===== src/rtl/reflet_mem_bridge.sv =====
// reflet_mem_bridge: CPU level bus to request/grant/response memory bus with a one-entry read buffer
module reflet_mem_bridge #(
  parameter int wordsize = 16,
  parameter int timeout  = 64
) (
  input  logic                clk,
  input  logic                reset,
  input  logic [wordsize-1:0] cpu_addr,
  input  logic [wordsize-1:0] cpu_data_out,
  input  logic                cpu_write_en,
  output logic [wordsize-1:0] cpu_data_in,
  output logic                mem_ready,
  output logic                bus_req,
  output logic [wordsize-1:0] bus_addr,
  output logic [wordsize-1:0] bus_wdata,
  output logic                bus_we,
  input  logic                bus_gnt,
  input  logic                bus_rvalid,
  input  logic [wordsize-1:0] bus_rdata,
  output logic                bus_error
);
  typedef enum logic [1:0] {IDLE, REQ, RESP} state_t;
  localparam int CW = timeout > 1 ? $clog2(timeout) : 1;
  state_t              r_state;
  logic [wordsize-1:0] r_buf_addr, r_buf_data;
  logic                r_buf_valid, r_wr_done;
  logic [CW-1:0]       r_cnt;
  logic                w_match, w_hit, w_timeout;
  assign w_match     = cpu_addr == r_buf_addr;
  assign w_hit       = r_buf_valid && w_match && !cpu_write_en;
  assign mem_ready   = r_state == IDLE && (w_hit || (cpu_write_en && r_wr_done && w_match));
  assign w_timeout   = timeout != 0 && r_cnt == CW'(timeout - 1);
  assign cpu_data_in = r_buf_data;
  always_ff @(posedge clk or negedge reset) begin
    if (!reset) begin
      r_state     <= IDLE;
      r_buf_addr  <= '0;
      r_buf_data  <= '0;
      r_buf_valid <= 1'b0;
      r_wr_done   <= 1'b0;
      r_cnt       <= '0;
      bus_req     <= 1'b0;
      bus_addr    <= '0;
      bus_wdata   <= '0;
      bus_we      <= 1'b0;
      bus_error   <= 1'b0;
    end else begin
      bus_error <= 1'b0;
      if (r_state == IDLE) begin
        // a completed write only counts while the same write is still being held
        if (!cpu_write_en || !w_match) r_wr_done <= 1'b0;
        if (!mem_ready) begin
          bus_addr  <= cpu_addr;
          bus_wdata <= cpu_data_out;
          bus_we    <= cpu_write_en;
          bus_req   <= 1'b1;
          r_cnt     <= '0;
          r_state   <= REQ;
        end
      end else begin
        r_cnt <= r_cnt + 1'b1;
        if (r_state == REQ && bus_gnt) begin
          bus_req <= 1'b0;
          r_state <= bus_we ? IDLE : RESP;
          if (bus_we) begin
            r_buf_addr  <= bus_addr;
            r_buf_data  <= bus_wdata;
            r_buf_valid <= 1'b1;
            r_wr_done   <= 1'b1;
          end
        end else if (r_state == RESP && bus_rvalid) begin
          r_buf_addr  <= bus_addr;
          r_buf_data  <= bus_rdata;
          r_buf_valid <= 1'b1;
          r_wr_done   <= 1'b0;
          r_state     <= IDLE;
        end else if (w_timeout) begin
          bus_req     <= 1'b0;
          bus_error   <= 1'b1;
          r_buf_addr  <= bus_addr;
          r_buf_data  <= '0;
          r_buf_valid <= 1'b1;
          r_wr_done   <= cpu_write_en;
          r_state     <= IDLE;
        end
      end
    end
  end
endmodule


===== config.mk =====
export PLATFORM = sky130hd
export DESIGN_NAME = reflet_mem_bridge
export DESIGN_NICKNAME = d
export VERILOG_FILES = /design/src/rtl/reflet_mem_bridge.sv
export SDC_FILE = /design/constraint.sdc
export NUM_CORES = 1
export LEC_CHECK = 0
export ABC_AREA = 0
export CAP_MARGIN = 10
export CORE_AREA = 10 10 130 132
export CTS_CLUSTER_DIAMETER = 100
export DETAILED_ROUTE_END_ITERATION = 8
export DIE_AREA = 0 0 140 142
export PLACE_DENSITY = 0.46
export SLEW_MARGIN = 5
export SYNTH_ARGS = -nofsm -noshare
export SYNTH_HDL_FRONTEND = slang
export SYNTH_SLANG_ARGS = --single-unit

===== constraint.sdc =====
create_clock -name clk -period 1.7 [get_ports clk]
set_clock_uncertainty 0.05 [all_clocks]
set_input_delay 0.17 -clock clk [delete_from_list [all_inputs] [get_ports clk]]
set_output_delay 0.17 -clock clk [all_outputs]
set_load 0.01 [all_outputs]

==> impl_metrics.toml, run 1 <==
[timing]
worst_slack_ns = -0.454
min_period_ns = 2.15
rsz0062_at_grt = "true"
whs_ns = 0.158
worst_pin_slew_ns = 0.296
setup_tns_ns = -24.74
finalSetupViolations = 72
slew_violations = 0
min_period_over_period_pct = 127
hold_viol = 0
max_freq_ghz = 0.464
slew_headroom_pct = 80.3

[finish]
areaGrowthSynthToFinish_pct = 59.3
drive_above_1_share_pct = 36.4
antennaDiodeCount = 0
fin_cells = 580
final_nets = 445

[logic_synthesis]
synth_top_area_share_pct = 54.5
syn_inst = 247
synth_edf_count = 0
synth_common_cells = "dfrtp_1, mux2_2, mux2_4"
synth_top_area_cell = "dfrtp_1"
async_reset_ff_share_pct = 100
synth_area_leaders = "dfrtp_1, mux2_2, mux2_4, xnor2_1, a22o_1"
synth_most_common_cell = "dfrtp_1"
syn_area_mm2 = 0.00354
avgSynthCellArea_um2 = 14.3
seq_area_frac_synth_pct = 54.5
synth-seq-cells = 77
synth_nets = 301
yosysWarnings = 0
yosys_most_used_dff = "dfrtp_1"
synthDistinctLibCells = 34

[detailed_routing]
wl_met1_mm = 4.65
vias_per_cell = 4.29
wl_met3_um = 513
wl_met2_mm = 4.78
top_layer = "met4"
drt-pass1-iter-count = 4
vias = 2486
drc = 0
wirelength_mm = 10.1
avgRoutedWirePerCell_um = 17.4
first_iter_violations = 66
drtAntennaViolNets = 0

[floorplan]
rows = 44
die_w_um = 140
die_area_mm2 = 0.0199
start_util_pct = 24.7
core-area_mm2 = 0.0143
die_h_um = 142
pin_count = 105

[power]
p_leak_uw = 0.00249
power_frac_seq_pct = 30.9
clock_power_share_pct = 18.4
combPwrFrac_pct = 50.7
total_power_uw = 10600
p_sw_share_pct = 31.4
powerDensity_mw_per_mm2 = 1870
p_sw_uw = 3310
p_int_uw = 7250
vdd_drop_max_v = 0.000717

[clock_network]
worstSkewPairLatency_ns = 0.34
clk_path_buf_depth = 2
cts_buffers = 9
clkTransAtPathRegs_ns = 0.06
cts_num_sinks = 77
cts_tree = "yes"
root_buffer = "clkbuf_16"
cts_max_level = 3

[place]
dp.cells = 553
place_ws_ns = -0.779
routabilityCongestion = 0.733
place_hpwl_mm = 7.01
io_buffers = 104

[critical_path]
required_ns = 1.87
endpoint_kind = "flip-flop"
path_class = "flip-flop to flip-flop"
critical_path_arrival_ns = 2.32
start_kind = "flip-flop"
path_max_fanout = 13

[hold_path]
hold_path_class = "input port to async pin"

[global_routing]
grt_pass1_wl_mm = 16.3
grt_util_all_layers_pct = 10.4
antenna_found_initial = 0
grt-ovfl-total = 0
first_global_vias = 2857
grt_max_degree = 50

[run_status]
violations = "negative setup slack"
status = "complete, but fails checks"

[run]
maxCapViolations = 0
==> registers in the layout, indices dropped and copies added (netlist names) <==
signal and flops:
r_state 2, r_wr_done 1, bus_wdata 16, bus_addr 16, bus_we 1, r_buf_addr 16, r_buf_valid 1, r_cnt 6
bus_error 1, bus_req 1, cpu_data_in 16
==> through the flow <==
| step | util (%) | instance area, um2 |
|---|---|---|
| after global placement | 35.3 | 5050 |
| after floorplan | - | 3590 |
| after CTS | 39.1 | 5600 |
| after global routing | 39.4 | 5640 |
| final | 39.4 | 5640 |
| after detailed placement | 35.3 | 5050 |
==> path summary, 6_finish.rpt <==
path	from	end	slack, ns	cells after the start
hold / removal	reset	bus_error$_DFF_PN0_	0.16	2
setup reg to reg	r_buf_addr[15]$_DFFE_PN0P_	bus_wdata[1]$_DFFE_PN0P_	-0.45	7
hold reg to reg	bus_req$_DFFE_PN0P_	bus_req$_DFFE_PN0P_	0.43	2
setup / recovery	r_buf_addr[15]$_DFFE_PN0P_	bus_wdata[1]$_DFFE_PN0P_	-0.45	7
max in group asynchronous	reset	bus_addr[8]$_DFFE_PN0P_	0.94	3
min in group clk	cpu_data_out[11]	bus_wdata[11]$_DFFE_PN0P_	0.39	2
==> cells by family after synthesis <==
logic type,count (synthesis),synth area share (%)
buffers and inverters,16,3.71
xor gates and xnor gates,18,4.46
and+or+nand+nor,35,5.45
AOI/OAI and AO/OA,32,7.04
DFF,77,54.5
muxes,68,24.5
adders and majority gates,1,0.354
==> power by group through the flow <==
| stage | registers [uW] | logic (uW) | clock network (uW) |
|---|---|---|---|
| 2_1_floorplan | 3390 | 2630 | 0 |
| 3_3_place_gp | 3260 | 4760 | 0 |
| 3_5_place_dp | 3270 | 4790 | 0 |
| 4_1_cts | 3260 | 5380 | 2020 |
| 5_1_grt | 3390 | 5740 | 2100 |
| 6_report | 3270 | 5360 | 1940 |
==> cells in the final DEF (no fill, tap or decap), types with 2 or more instances in the layout <==
cell               n
mux2i_1            2
buf_16             3
nor2_1             3
buf_4             28
o21ai_2            2
clkdlybuf4s50_1  102
a22o_1            16
mux2_2            11
buf_6              3
mux2_4            55
nor3_1             2
dfrtp_1           77
inv_1              3
xnor2_1           16
a21oi_1            3
buf_12             7
nor2_2             2
nand3_1            2
nand2_1           11
clkbuf_16          9
a31oi_1            3
clkinvlp_4         3
nand4_1            5
and3_4             2
==> area by class of cell <==
cell class,instances,area (um2)
tap,184,230
sequential,77,1930
clock inverter,7,75.1
fill,1384,8680
multi-input combinational,154,1650
timing repair buffer,146,1520
inverter,3,11.3
clock buffer,9,225
==> repair_timing <==
item,in CTS,in global routing
endpoints found under the setup margin,73,76
buffers inserted,8,1
hold buffers,1,0
gates cloned,4,0
endpoints found under the hold margin,77,0
gates resized for setup,23,21
pin swaps,11,12
==> critical path: stages, from the launching register on <==
cell	delay, ns
dfrtp_1	0.39
xnor2_1	0.18
nand4_1	0.18
nor4_4	0.38
buf_4	0.18
a21o_4	0.17
buf_12	0.18
mux2_4	0.31
==> layer usage <==
layer  vias up  GRT usage [%]
met4         0           4.40
met5         -              0
met3        12           3.34
met2        61           16.1
li1       1179              -
met1      1234           13.0
Power figures use the tool's default switching activity.
==> run 2: changes to the inputs <==
- CTS_BUF_LIST: unset -> sky130_fd_sc_hd__clkbuf_8
==> impl_metrics.toml, run 2 (synthesis gave the netlist of run 1 again) <==
[clock_network]
cts_tree = "yes"
cts_buffers = 9
cts_num_sinks = 77
cts_max_level = 3
root_buffer = "clkbuf_8"
clkTransAtPathRegs_ns = 0.09
worstSkewPairLatency_ns = 0.37
clk_path_buf_depth = 2

[detailed_routing]
vias = 2477
drc = 0
first_iter_violations = 68
wirelength_mm = 10.2
avgRoutedWirePerCell_um = 17.5
vias_per_cell = 4.27
drt-pass1-iter-count = 3
drtAntennaViolNets = 0

[timing]
finalSetupViolations = 73
worst_pin_slew_ns = 0.292
setup_tns_ns = -24.72
hold_viol = 0
worst_slack_ns = -0.462
min_period_over_period_pct = 127
slew_violations = 0
min_period_ns = 2.16
max_freq_ghz = 0.462
rsz0062_at_grt = "true"
slew_headroom_pct = 80.4

[critical_path]
endpoint_kind = "flip-flop"
r2r_start = "r_buf_addr[15]$_DFFE_PN0P_"
path_max_fanout = 13
critical_path_arrival_ns = 2.36
ff2ff_path_depth = 7
r2r_slack_ns = -0.46
start_kind = "flip-flop"
required_ns = 1.89
reg2reg_to = "bus_wdata[2]$_DFFE_PN0P_"
startpoint = "r_buf_addr[15]$_DFFE_PN0P_"
path_class = "flip-flop to flip-flop"

[floorplan]
pin_count = 105
rows = 44
die_area_mm2 = 0.0199
start_util_pct = 24.7
die_h_um = 142
core-area_mm2 = 0.0143
die_w_um = 140

[global_routing]
grt_pass1_wl_mm = 16.1
met1_usage_pct = 12.8
grt_max_degree = 50
grt-ovfl-total = 0
first_global_vias = 2832
grt.met2_usage_pct = 15.9
grt_util_all_layers_pct = 10.2
met3_usage_pct = 3.84
grt-busiest-layer = "met2"
antenna_found_initial = 0

[finish]
fin_cells = 580
final_common_cell = "clkdlybuf4s50_1"
drive_above_1_share_pct = 36.9
areaGrowthSynthToFinish_pct = 57.1
antennaDiodeCount = 0
final_cell_mix = "clkdlybuf4s50_1, dfrtp_1, mux2_4, buf_4"
final_nets = 445

[power]
p_leak_uw = 0.00245
powerDensity_mw_per_mm2 = 1810
vdd_drop_max_v = 0.000815

[place]
routabilityCongestion = 0.733
place_hpwl_mm = 7.01
dp.cells = 553
io_buffers = 104

[run_status]
status = "complete, but fails checks"
violations = "negative setup slack"

[run]
maxCapViolations = 0

[hold_path]
hold_path_class = "input port to async pin"
[run 2: cell types whose count changed in the layout (fill, tap and decap cells not counted)]
| cell | previous run | this run |
|---|---|---|
| a21oi_2 | 0 | 1 |
| buf_6 | 3 | 5 |
| buf_8 | 1 | 0 |
| buf_4 | 28 | 27 |
| buf_12 | 7 | 6 |
| a21oi_1 | 3 | 2 |
| a31oi_1 | 3 | 2 |
| clkbuf_8 | 0 | 9 |
| a31oi_4 | 0 | 1 |
| buf_16 | 3 | 2 |
| clkbuf_16 | 9 | 2 |
[run 2: critical path: stages (launching register included)]
cell     delay (ns)
dfrtp_1        0.41
xnor2_1        0.18
nand4_1        0.18
nor4_4         0.37
buf_4          0.18
a21o_4         0.17
buf_12         0.17
mux2_4         0.31
[run 2: repair_timing]
item                                   in CTS  in global routing
endpoints found under the hold margin      77                  0
gates cloned                                2                  2
gates resized for setup                    15                 31
buffers inserted                            5                  2
hold buffers                                1                  0
pin swaps                                   9                 10
setup endpoints to repair                  73                 76
[run 2: metal layers]
metal | vias to the layer above | share of wire, % | routed length [um]
li1 | 1175 | - | -
met1 | 1230 | 46 | 4640
met2 | 62 | 48 | 4840
met3 | 10 | 5.6 | 565
met4 | 0 | 1.1 | 114
met5 | - | 0 | 0
[run 2: layout make-up]
type                       count  area, um2
inverter                       3       11.3
timing repair buffer         146       1520
clock inverter                 7       75.1
multi-input combinational    154       1670
tap                          184        230
fill                        1395       8760
sequential                    77       1930
clock buffer                   9        124
[run 2: worst max path at each step]
stage	endpoint	slack, ns	cells after the start
2_1_floorplan	bus_addr[0]$_DFFE_PN0P_	-0.22	7
3_3_place_gp	mem_ready	-0.77	7
3_5_place_dp	mem_ready	-0.78	7
4_1_cts	mem_ready	-0.49	6
5_1_grt	bus_wdata[12]$_DFFE_PN0P_	-0.58	7
6_report	bus_wdata[2]$_DFFE_PN0P_	-0.46	7
[run 2: power breakdown]
group / total (uW) / internal (uW) / leakage (uW) / switching [uW]
Sequential: 3260 / 2650 / 0.000934 / 617
Clock: 1420 / 682 / 0.0000918 / 742
Combinational: 5390 / 3480 / 0.00143 / 1910
[run 2: stage by stage]
step                hold WS [ns]  setup slack [ns]  util (%)  total power [uW]  area (um2)
finish                     0.121            -0.462      38.8             10100        5560
global route               0.117            -0.576      38.8             10800        5560
CTS                        0.100            -0.488      37.7              9900        5390
floorplan                 -0.176            -0.223         -              6020        3590
global placement         -0.0342            -0.774      35.3              8020        5050
detailed placement       -0.0362            -0.779      35.3              8060        5050
